`src/rtl/izh_neuron_sequencer.sv`:
```
// Time-multiplexes a single Izhikevich neuron core across N_NEURONS neurons,
// holding per-neuron v/u/i state and buffering fired neurons as spike events.
module izh_neuron_sequencer #(
  parameter int          N_NEURONS  = 16,
  parameter int          IDX_W      = 4,
  parameter int          FIFO_DEPTH = 8,
  parameter logic [16:0] V_INIT     = 17'h14100,
  parameter logic [16:0] U_INIT     = 17'h10D00
) (
  input  logic             clk,
  input  logic             rst_n,
  input  logic             start,
  output logic             busy,
  output logic             done,
  input  logic             st_we,
  input  logic [IDX_W-1:0] st_addr,
  input  logic [16:0]      st_v,
  input  logic [16:0]      st_u,
  input  logic             i_we,
  input  logic [IDX_W-1:0] i_addr,
  input  logic [16:0]      i_data,
  output logic [16:0]      core_v,
  output logic [16:0]      core_u,
  output logic [16:0]      core_i,
  input  logic [16:0]      core_v_prime,
  input  logic [16:0]      core_u_prime,
  input  logic             core_fired,
  output logic             spk_valid,
  input  logic             spk_ready,
  output logic [IDX_W-1:0] spk_idx,
  output logic [15:0]      spk_step,
  output logic [15:0]      step_cnt
);

  localparam int               FA_W = $clog2(FIFO_DEPTH);
  localparam logic [IDX_W-1:0] LAST = IDX_W'(N_NEURONS - 1);

  typedef enum logic [1:0] {IDLE, ISSUE, CAPTURE, FINISH} state_t;

  state_t           state;
  logic [IDX_W-1:0] k;
  logic [IDX_W-1:0] k_next;
  logic [16:0]      v_mem [N_NEURONS];
  logic [16:0]      u_mem [N_NEURONS];
  logic [16:0]      i_mem [N_NEURONS];

  logic [IDX_W+15:0] fifo_mem [FIFO_DEPTH];
  logic [IDX_W+15:0] fifo_head;
  logic [FA_W:0]     wr_ptr;
  logic [FA_W:0]     rd_ptr;
  logic              fifo_full;
  logic              pop;
  logic              push;
  logic              capture_ok;

  // Pointers carry one extra wrap bit so full and empty are distinguishable.
  assign fifo_full  = (wr_ptr[FA_W-1:0] == rd_ptr[FA_W-1:0]) && (wr_ptr[FA_W] != rd_ptr[FA_W]);
  assign spk_valid  = (wr_ptr != rd_ptr);
  assign fifo_head  = fifo_mem[rd_ptr[FA_W-1:0]];
  assign spk_idx    = fifo_head[IDX_W+15:16];
  assign spk_step   = fifo_head[15:0];
  assign pop        = spk_valid && spk_ready;
  assign capture_ok = !core_fired || !fifo_full || pop;
  assign push       = (state == CAPTURE) && capture_ok && core_fired;
  assign k_next     = k + IDX_W'(1);

  always_ff @(posedge clk or negedge rst_n) begin
    if (!rst_n) begin
      state    <= IDLE;
      busy     <= 1'b0;
      done     <= 1'b0;
      k        <= '0;
      step_cnt <= '0;
      core_v   <= '0;
      core_u   <= '0;
      core_i   <= '0;
      for (int n = 0; n < N_NEURONS; n++) begin
        v_mem[n] <= V_INIT;
        u_mem[n] <= U_INIT;
      end
    end else begin
      done <= 1'b0;
      case (state)
        IDLE: begin
          if (st_we) begin
            v_mem[st_addr] <= st_v;
            u_mem[st_addr] <= st_u;
          end
          // A host write to neuron 0 in the start cycle must reach the core directly.
          if (start) begin
            state  <= ISSUE;
            busy   <= 1'b1;
            k      <= '0;
            core_v <= (st_we && st_addr == '0) ? st_v : v_mem[0];
            core_u <= (st_we && st_addr == '0) ? st_u : u_mem[0];
            core_i <= i_mem[0];
          end
        end
        ISSUE: state <= CAPTURE;
        CAPTURE: begin
          if (capture_ok) begin
            v_mem[k] <= core_v_prime;
            u_mem[k] <= core_u_prime;
            if (k == LAST) begin
              state <= FINISH;
              done  <= 1'b1;
            end else begin
              state  <= ISSUE;
              k      <= k_next;
              core_v <= v_mem[k_next];
              core_u <= u_mem[k_next];
              core_i <= i_mem[k_next];
            end
          end
        end
        FINISH: begin
          state    <= IDLE;
          busy     <= 1'b0;
          k        <= '0;
          step_cnt <= step_cnt + 16'd1;
        end
        default: state <= IDLE;
      endcase
    end
  end

  // Input currents are writable at any time and persist across timesteps.
  always_ff @(posedge clk or negedge rst_n) begin
    if (!rst_n) begin
      for (int n = 0; n < N_NEURONS; n++) i_mem[n] <= '0;
    end else if (i_we) begin
      i_mem[i_addr] <= i_data;
    end
  end

  always_ff @(posedge clk or negedge rst_n) begin
    if (!rst_n) begin
      wr_ptr <= '0;
      rd_ptr <= '0;
      for (int n = 0; n < FIFO_DEPTH; n++) fifo_mem[n] <= '0;
    end else begin
      if (push) begin
        fifo_mem[wr_ptr[FA_W-1:0]] <= {k, step_cnt};
        wr_ptr <= wr_ptr + (FA_W+1)'(1);
      end
      if (pop) rd_ptr <= rd_ptr + (FA_W+1)'(1);
    end
  end

endmodule
```
`config.mk`:
```
export PLATFORM = sky130hd
export DESIGN_NAME = izh_neuron_sequencer
export DESIGN_NICKNAME = d
export VERILOG_FILES = /design/src/rtl/izh_neuron_sequencer.sv
export SDC_FILE = /design/constraint.sdc
export NUM_CORES = 2
export LEC_CHECK = 0
export CAP_MARGIN = 20
export CORE_UTILIZATION = 60
export DETAILED_ROUTE_END_ITERATION = 10
export GPL_TIMING_DRIVEN = 0
export PLACE_DENSITY = 0.89
export SLEW_MARGIN = 25
export SYNTH_ARGS = -nofsm -noshare
export SYNTH_HDL_FRONTEND = slang
export SYNTH_SLANG_ARGS = --single-unit
```
`constraint.sdc`:
```
create_clock -name clk -period 9.8 [get_ports clk]
set_input_delay 1.96 -clock clk [delete_from_list [all_inputs] [get_ports clk]]
set_output_delay 1.96 -clock clk [all_outputs]
set_load 0.05 [all_outputs]
```
# --- Yosys cells after proc, flatten, opt, wreduce, memory -nomap -nowiden ---
# Index checks and enable logic that the tools add are counted.
word_totals:
  latch_bits: 0
  out_inout_bits: 90
  mem_bits_ro: 0
  memories: 0
  wordCells: 179
  input_bits: 100
  ramBits: 0
  reg_bits: 1059
op_classes:
  n_eq_ne: 11
  bitwise: 6
  reduce_logical: 23
  div: 0
  n_lt_le_gt_ge: 10
  shifts: 0
  n_mul: 0
  n_mux: 59
  addsub: 4
ops:
  columns: ["operator", "count"]
  rows:
  - ["$bwmux 272", 5]
  - ["$mux 272", 4]
  - ["$pmux 272 s2", 2]
  - ["$mux 17", 20]
  - ["$bmux 17 s4", 3]
  - ["$demux 17 s4", 3]
  - ["$bwmux 160", 1]
  - ["$pmux 17 s2", 3]
  - ["$bmux 20 s3", 1]
  - ["$demux 20 s3", 1]
  - ["$mux 20", 3]
  - ["$ge 5x5->1 const B", 4]
  - ["$not 4->5", 4]
  - ["$add 16x1->16 const B", 1]
  - ["$lt 5x1->1 const B", 3]
  - ["$add 4x1->4 const B", 3]
  - ["$mux 4", 3]
  - ["$pmux 4 s3", 1]
  - ["$logic_and 1x1->1", 9]
  - ["$ge 4x4->1 const B", 2]
  - ["$ne 2x2->1 const B", 4]
  - ["$not 3->4", 2]
  - ["$pmux 2 s4", 1]
  - ["$reduce_and 4->1", 2]
  - ["18 further kinds", 28]

# --- Depth between registers and ports, before layout ---
depth:
  depth_word: 8
  ltp_mapped: 13
  ltp_nobuf: 7

# --- Least setup slack after synthesis ---
# No wires, ideal clock.
synth_path:
  kind: "reg-to-output"
  from: "register rd_ptr[0]"
  to: "output port spk_idx[0]"
  path_stages_with_launch: 5
  n_path_buf: 2
  slack_ns: 5.891
  t_arrival_ns: 1.949
  cell_sequence: "dfrtp_1 > buf_2 > buf_1 > mux4_2 > mux2_2"
synth_via:
  elab_chain_len: 4
synth_lines:
  columns: ["element", "line", "source"]
  rows:
  - ["start: declaration", "50", "logic [FA_W:0] rd_ptr;"]
  - ["start signal: assignment", "146", "if (pop) rd_ptr <= rd_ptr + (FA_W+1)'(1);"]
  - ["$not 3->4 (not written as such)", "59", "assign fifo_head = fifo_mem[rd_ptr[FA_W-1:0]];"]
  - ["$bmux 20 s3", "59", null]
  - ["$mux 20 (not written as such) (2 in series)", "59", null]
  - ["end: declaration", "30", "output logic [IDX_W-1:0] spk_idx,"]
# No other way between the ends. The select of a mux whose other input is x is not followed.

# --- Worst setup path in the final report ---
layout_path:
  from: "register k[0]"
  to: "register core_v[8]"
layout_via:
  elab_chain_len: 8
  word_cells_on_any_way: 11
  cone_classes: "add/sub: 1; eq/ne: 2; mux: 6; bitwise: 1; reduce/logical: 1"
layout_lines:
  columns: ["element", "line", "source"]
  rows:
  - ["start: declaration", "41", "logic [IDX_W-1:0] k;"]
  - ["start signal: assignment", "109", "k <= k_next;"]
  - ["$add 4x1->4", "65", "assign k_next = k + IDX_W'(1);"]
  - ["$not 4->5 (not written as such)", "110", "core_v <= v_mem[k_next];"]
  - ["$bmux 17 s4", "110", null]
  - ["$mux 17 (not written as such) (2 in series)", "110", null]
  - ["$mux 17", "104", "if (k == LAST) begin"]
  - ["$mux 17", "101", "if (capture_ok) begin"]
  - ["$pmux 17 s2", "83", "case (state)"]
  - ["end signal: assignment", "94", "core_v <= (st_we && st_addr == '0) ? st_v : v_mem[0];"]
  - ["end signal: assignment", "110", null]
  - ["end: declaration", "22", "output logic [16:0] core_v,"]
# Several ways; a longest one is shown, not always the timed one. The select of a mux whose other input is x is not followed.
# A chain may end at the register's enable or synchronous reset.

==> impl_metrics.toml <==
[timing]
rsz0062_at_grt = "no"
relSlewSlack = 0.192
finalClockSkew_ns = 0.0385
fmax_mhz = 167
finalCriticalPeriod_ns = 5.98
worstMarginPinSlew_ns = 1.21
tns_ns = 0
fin_ws_ns = 3.82
final_max_slew_viol_count = 0
setup_viol = 0
period_share = 0.610
hold_viol_final = 0

[grt]
grt_first_pass_wirelength_mm = 262
grt_max_degree = 138
grt_overflow_total = 0
first_global_vias = 42941
track_usage = 0.391
antenna_found_initial = 18

[cts]
post-cts-setup-buffer-count = 0
hold_buffers = 0
cts_tree = "done"
cts_made_buffers = 108
clk_latency_ns = 0.72
clk_pin_slew_ns = 0.06
cts.path.max_buffers = 3
cts-root-buf = "clkbuf_16"
clock_sinks = 1059
cts-resized-gates = 0
htreeDepth = 3

[route]
vias_per_cell = 7.32
dr.pass1.iters = 9
postRouteWirelength_mm = 175
vias = 41235
drtIter0Drc = 5703
drtAntennaViolNets = 0
drc = 0
post_drt_wl_per_cell_um = 31.1

[synthesis]
syn_area_per_cell_um2 = 13.0
yosys_warnings = 0
ys_seq_area_frac = 0.502
syn_area_um2 = 53100
syn_inst = 4077
synth-seq-cells = 1059
syn_nets = 4184
yosysUniqueCellTypes = 47

[cells_and_area]
syn_to_final_growth_pct = 13.8
fillers = 5510
multi_input_area_um2 = 24600
regArea_um2 = 26600
nNetsFinal = 4485
mostFrequentLayoutCell = "mux2_2"
drive_above_1_share = 0.383
final_core_util = 0.693
layout_common_cells = "mux2_2, dfrtp_1, o22ai_1"
design_area_um2 = 60400

[hold_path]
hold_class = "reg -> reg"
worstHoldPathCells = 1
holdPathEnd = "fifo_mem[117]$_DFFE_PN0P_"
hold_start = "fifo_mem[117]$_DFFE_PN0P_"

[critical_path]
r2r_end = "core_v[8]$_DFFE_PN0P_"
critPathLaunch = "k[0]$_DFFE_PN0P_"
r2r_cells = 12
crit_type = "reg -> reg"
crit_arrival_ns = 6.56
r2r_slack_ns = 3.82
end_kind = "flop"
cp.required_ns = 10.38
crit_path_start_kind = "flop"
reg2reg_from = "k[0]$_DFFE_PN0P_"
worstPathMaxFanout = 10

[floorplan]
row_count = 108
die_width_um = 299
coreArea_um2 = 87200
die_area_um2 = 89600
ios = 190
start_util = 0.609
dieHeight_um = 299

[placement]
place_area_um2 = 56600
gp_congestion = 0.997
pre_cts_ws_ns = 3.97
dp_hpwl_mm = 119
numPortBuffers = 183

[run]
max_cap_violations = 0

[run_status]
status = "finished clean"

[power_and_ir_drop]
peakVddDrop_uv = 244
leakage_nw = 26.2
power_density_nw_per_um2 = 253
power by group:
part	internal (W)	switching [W]	leakage, nW
Sequential	0.00508	0.000466	13.8
Clock	0.00256	0.00186	1.86
Combinational	0.00207	0.00325	10.6
Total	0.00971	0.00557	26.2
layer usage:
metal  wire (um)  GRT usage  vias to the layer above
met5         234    0.00159                        -
met4       13100      0.264                       24
met3       23700      0.144                      961
met2       80300      0.597                     3451
met1       58000      0.465                    20732
li1            -          -                    16067
worst max path at each step:
stage / endpoint / depth (start not counted) / slack (ns)
final: core_v[8]$_DFFE_PN0P_ / 12 / 3.82
after global routing: core_v[8]$_DFFE_PN0P_ / 12 / 3.97
after CTS: core_v[9]$_DFFE_PN0P_ / 12 / 3.99
after detailed placement: core_v[8]$_DFFE_PN0P_ / 12 / 3.97
after global placement: u_mem[200]$_DFFE_PN0P_ / 1 / -40.22
after floorplan: spk_idx[0] / 4 / 5.89
flip-flops by register name (all words and copies together) (netlist names):
signal	count
busy	1
core_i	17
core_u	17
core_v	17
done	1
fifo_mem	160
i_mem	272
k	4
rd_ptr	4
state	2
step_cnt	16
u_mem	272
v_mem	272
wr_ptr	4
critical path: stages, from the launching register on:
cell	delay, ns
dfrtp_1	0.37
clkbuf_1	0.56
buf_2	0.52
clkbuf_1	0.64
inv_1	0.23
ha_1	0.35
clkbuf_1	0.51
clkbuf_1	0.74
buf_1	0.82
mux4_2	0.41
nand2_1	0.08
nand4_1	0.25
a31o_2	0.36
synth_stat cells (all sizes together):
cell type  count  area [um2]
a211oi         1        7.51
a21o           1        7.51
a21oi          4        20.0
a31o          33         289
a31oi         17         106
a32o           1        10.0
a32oi         33         289
and2           2        12.5
and3           5        31.3
and4           1        8.76
buf          135         688
clkbuf       304        1140
dfrtp        947       23700
dfstp        112        2940
ha             7        87.6
inv            9        33.8
mux2        1001       11400
mux2i         35         350
mux4         244        5500
nand2        367        1380
nand2b         3        18.8
nand3         76         390
nand3b         6        45.0
nand4         39         244
nor2          24        90.1
nor2b          7        43.8
nor3          20         100
nor3b         35         263
nor4           2        12.5
nor4b          1        8.76
o211ai         1        7.51
o21ai         38         190
o22ai        526        3290
o2bb2ai        1        8.76
or2            1        6.26
or3            4        25.0
or3b           2        17.5
or4            2        22.5
or4b           1        10.0
xnor2         22         193
xor2           7        61.3
kinds of logic after synthesis:
logic type               after synthesis  synth area share
XOR/XNOR                              29           0.00479
AO/OA/AOI/OAI                        656            0.0796
flip-flops                          1059             0.502
multiplexers                        1280             0.325
adder cells (fa/ha/maj)                7           0.00165
AND/OR/NAND/NOR                      598            0.0514
buffers and inverters                448            0.0351
metrics by stage:
step                instances  hold WS (ns)  total power (W)
global placement         5415         0.465           0.0105
CTS                      5624         0.483           0.0150
detailed placement       5423         0.469           0.0107
global route             5629         0.509           0.0156
floorplan                4077         0.452          0.00887
finish                   5635         0.484           0.0153
cell type report:
type	instances	area share
flip-flops and latches	1059	0.441
multi-input cells	2570	0.407
clock buffers	146	0.0513
repair buffers	191	0.0343
plain buffers	439	0.0304
well taps	1155	0.0239
clock inverters	55	0.0111
inverters	9	0.000559
diodes	11	0.000456
Power figures use the tool's default switching activity.
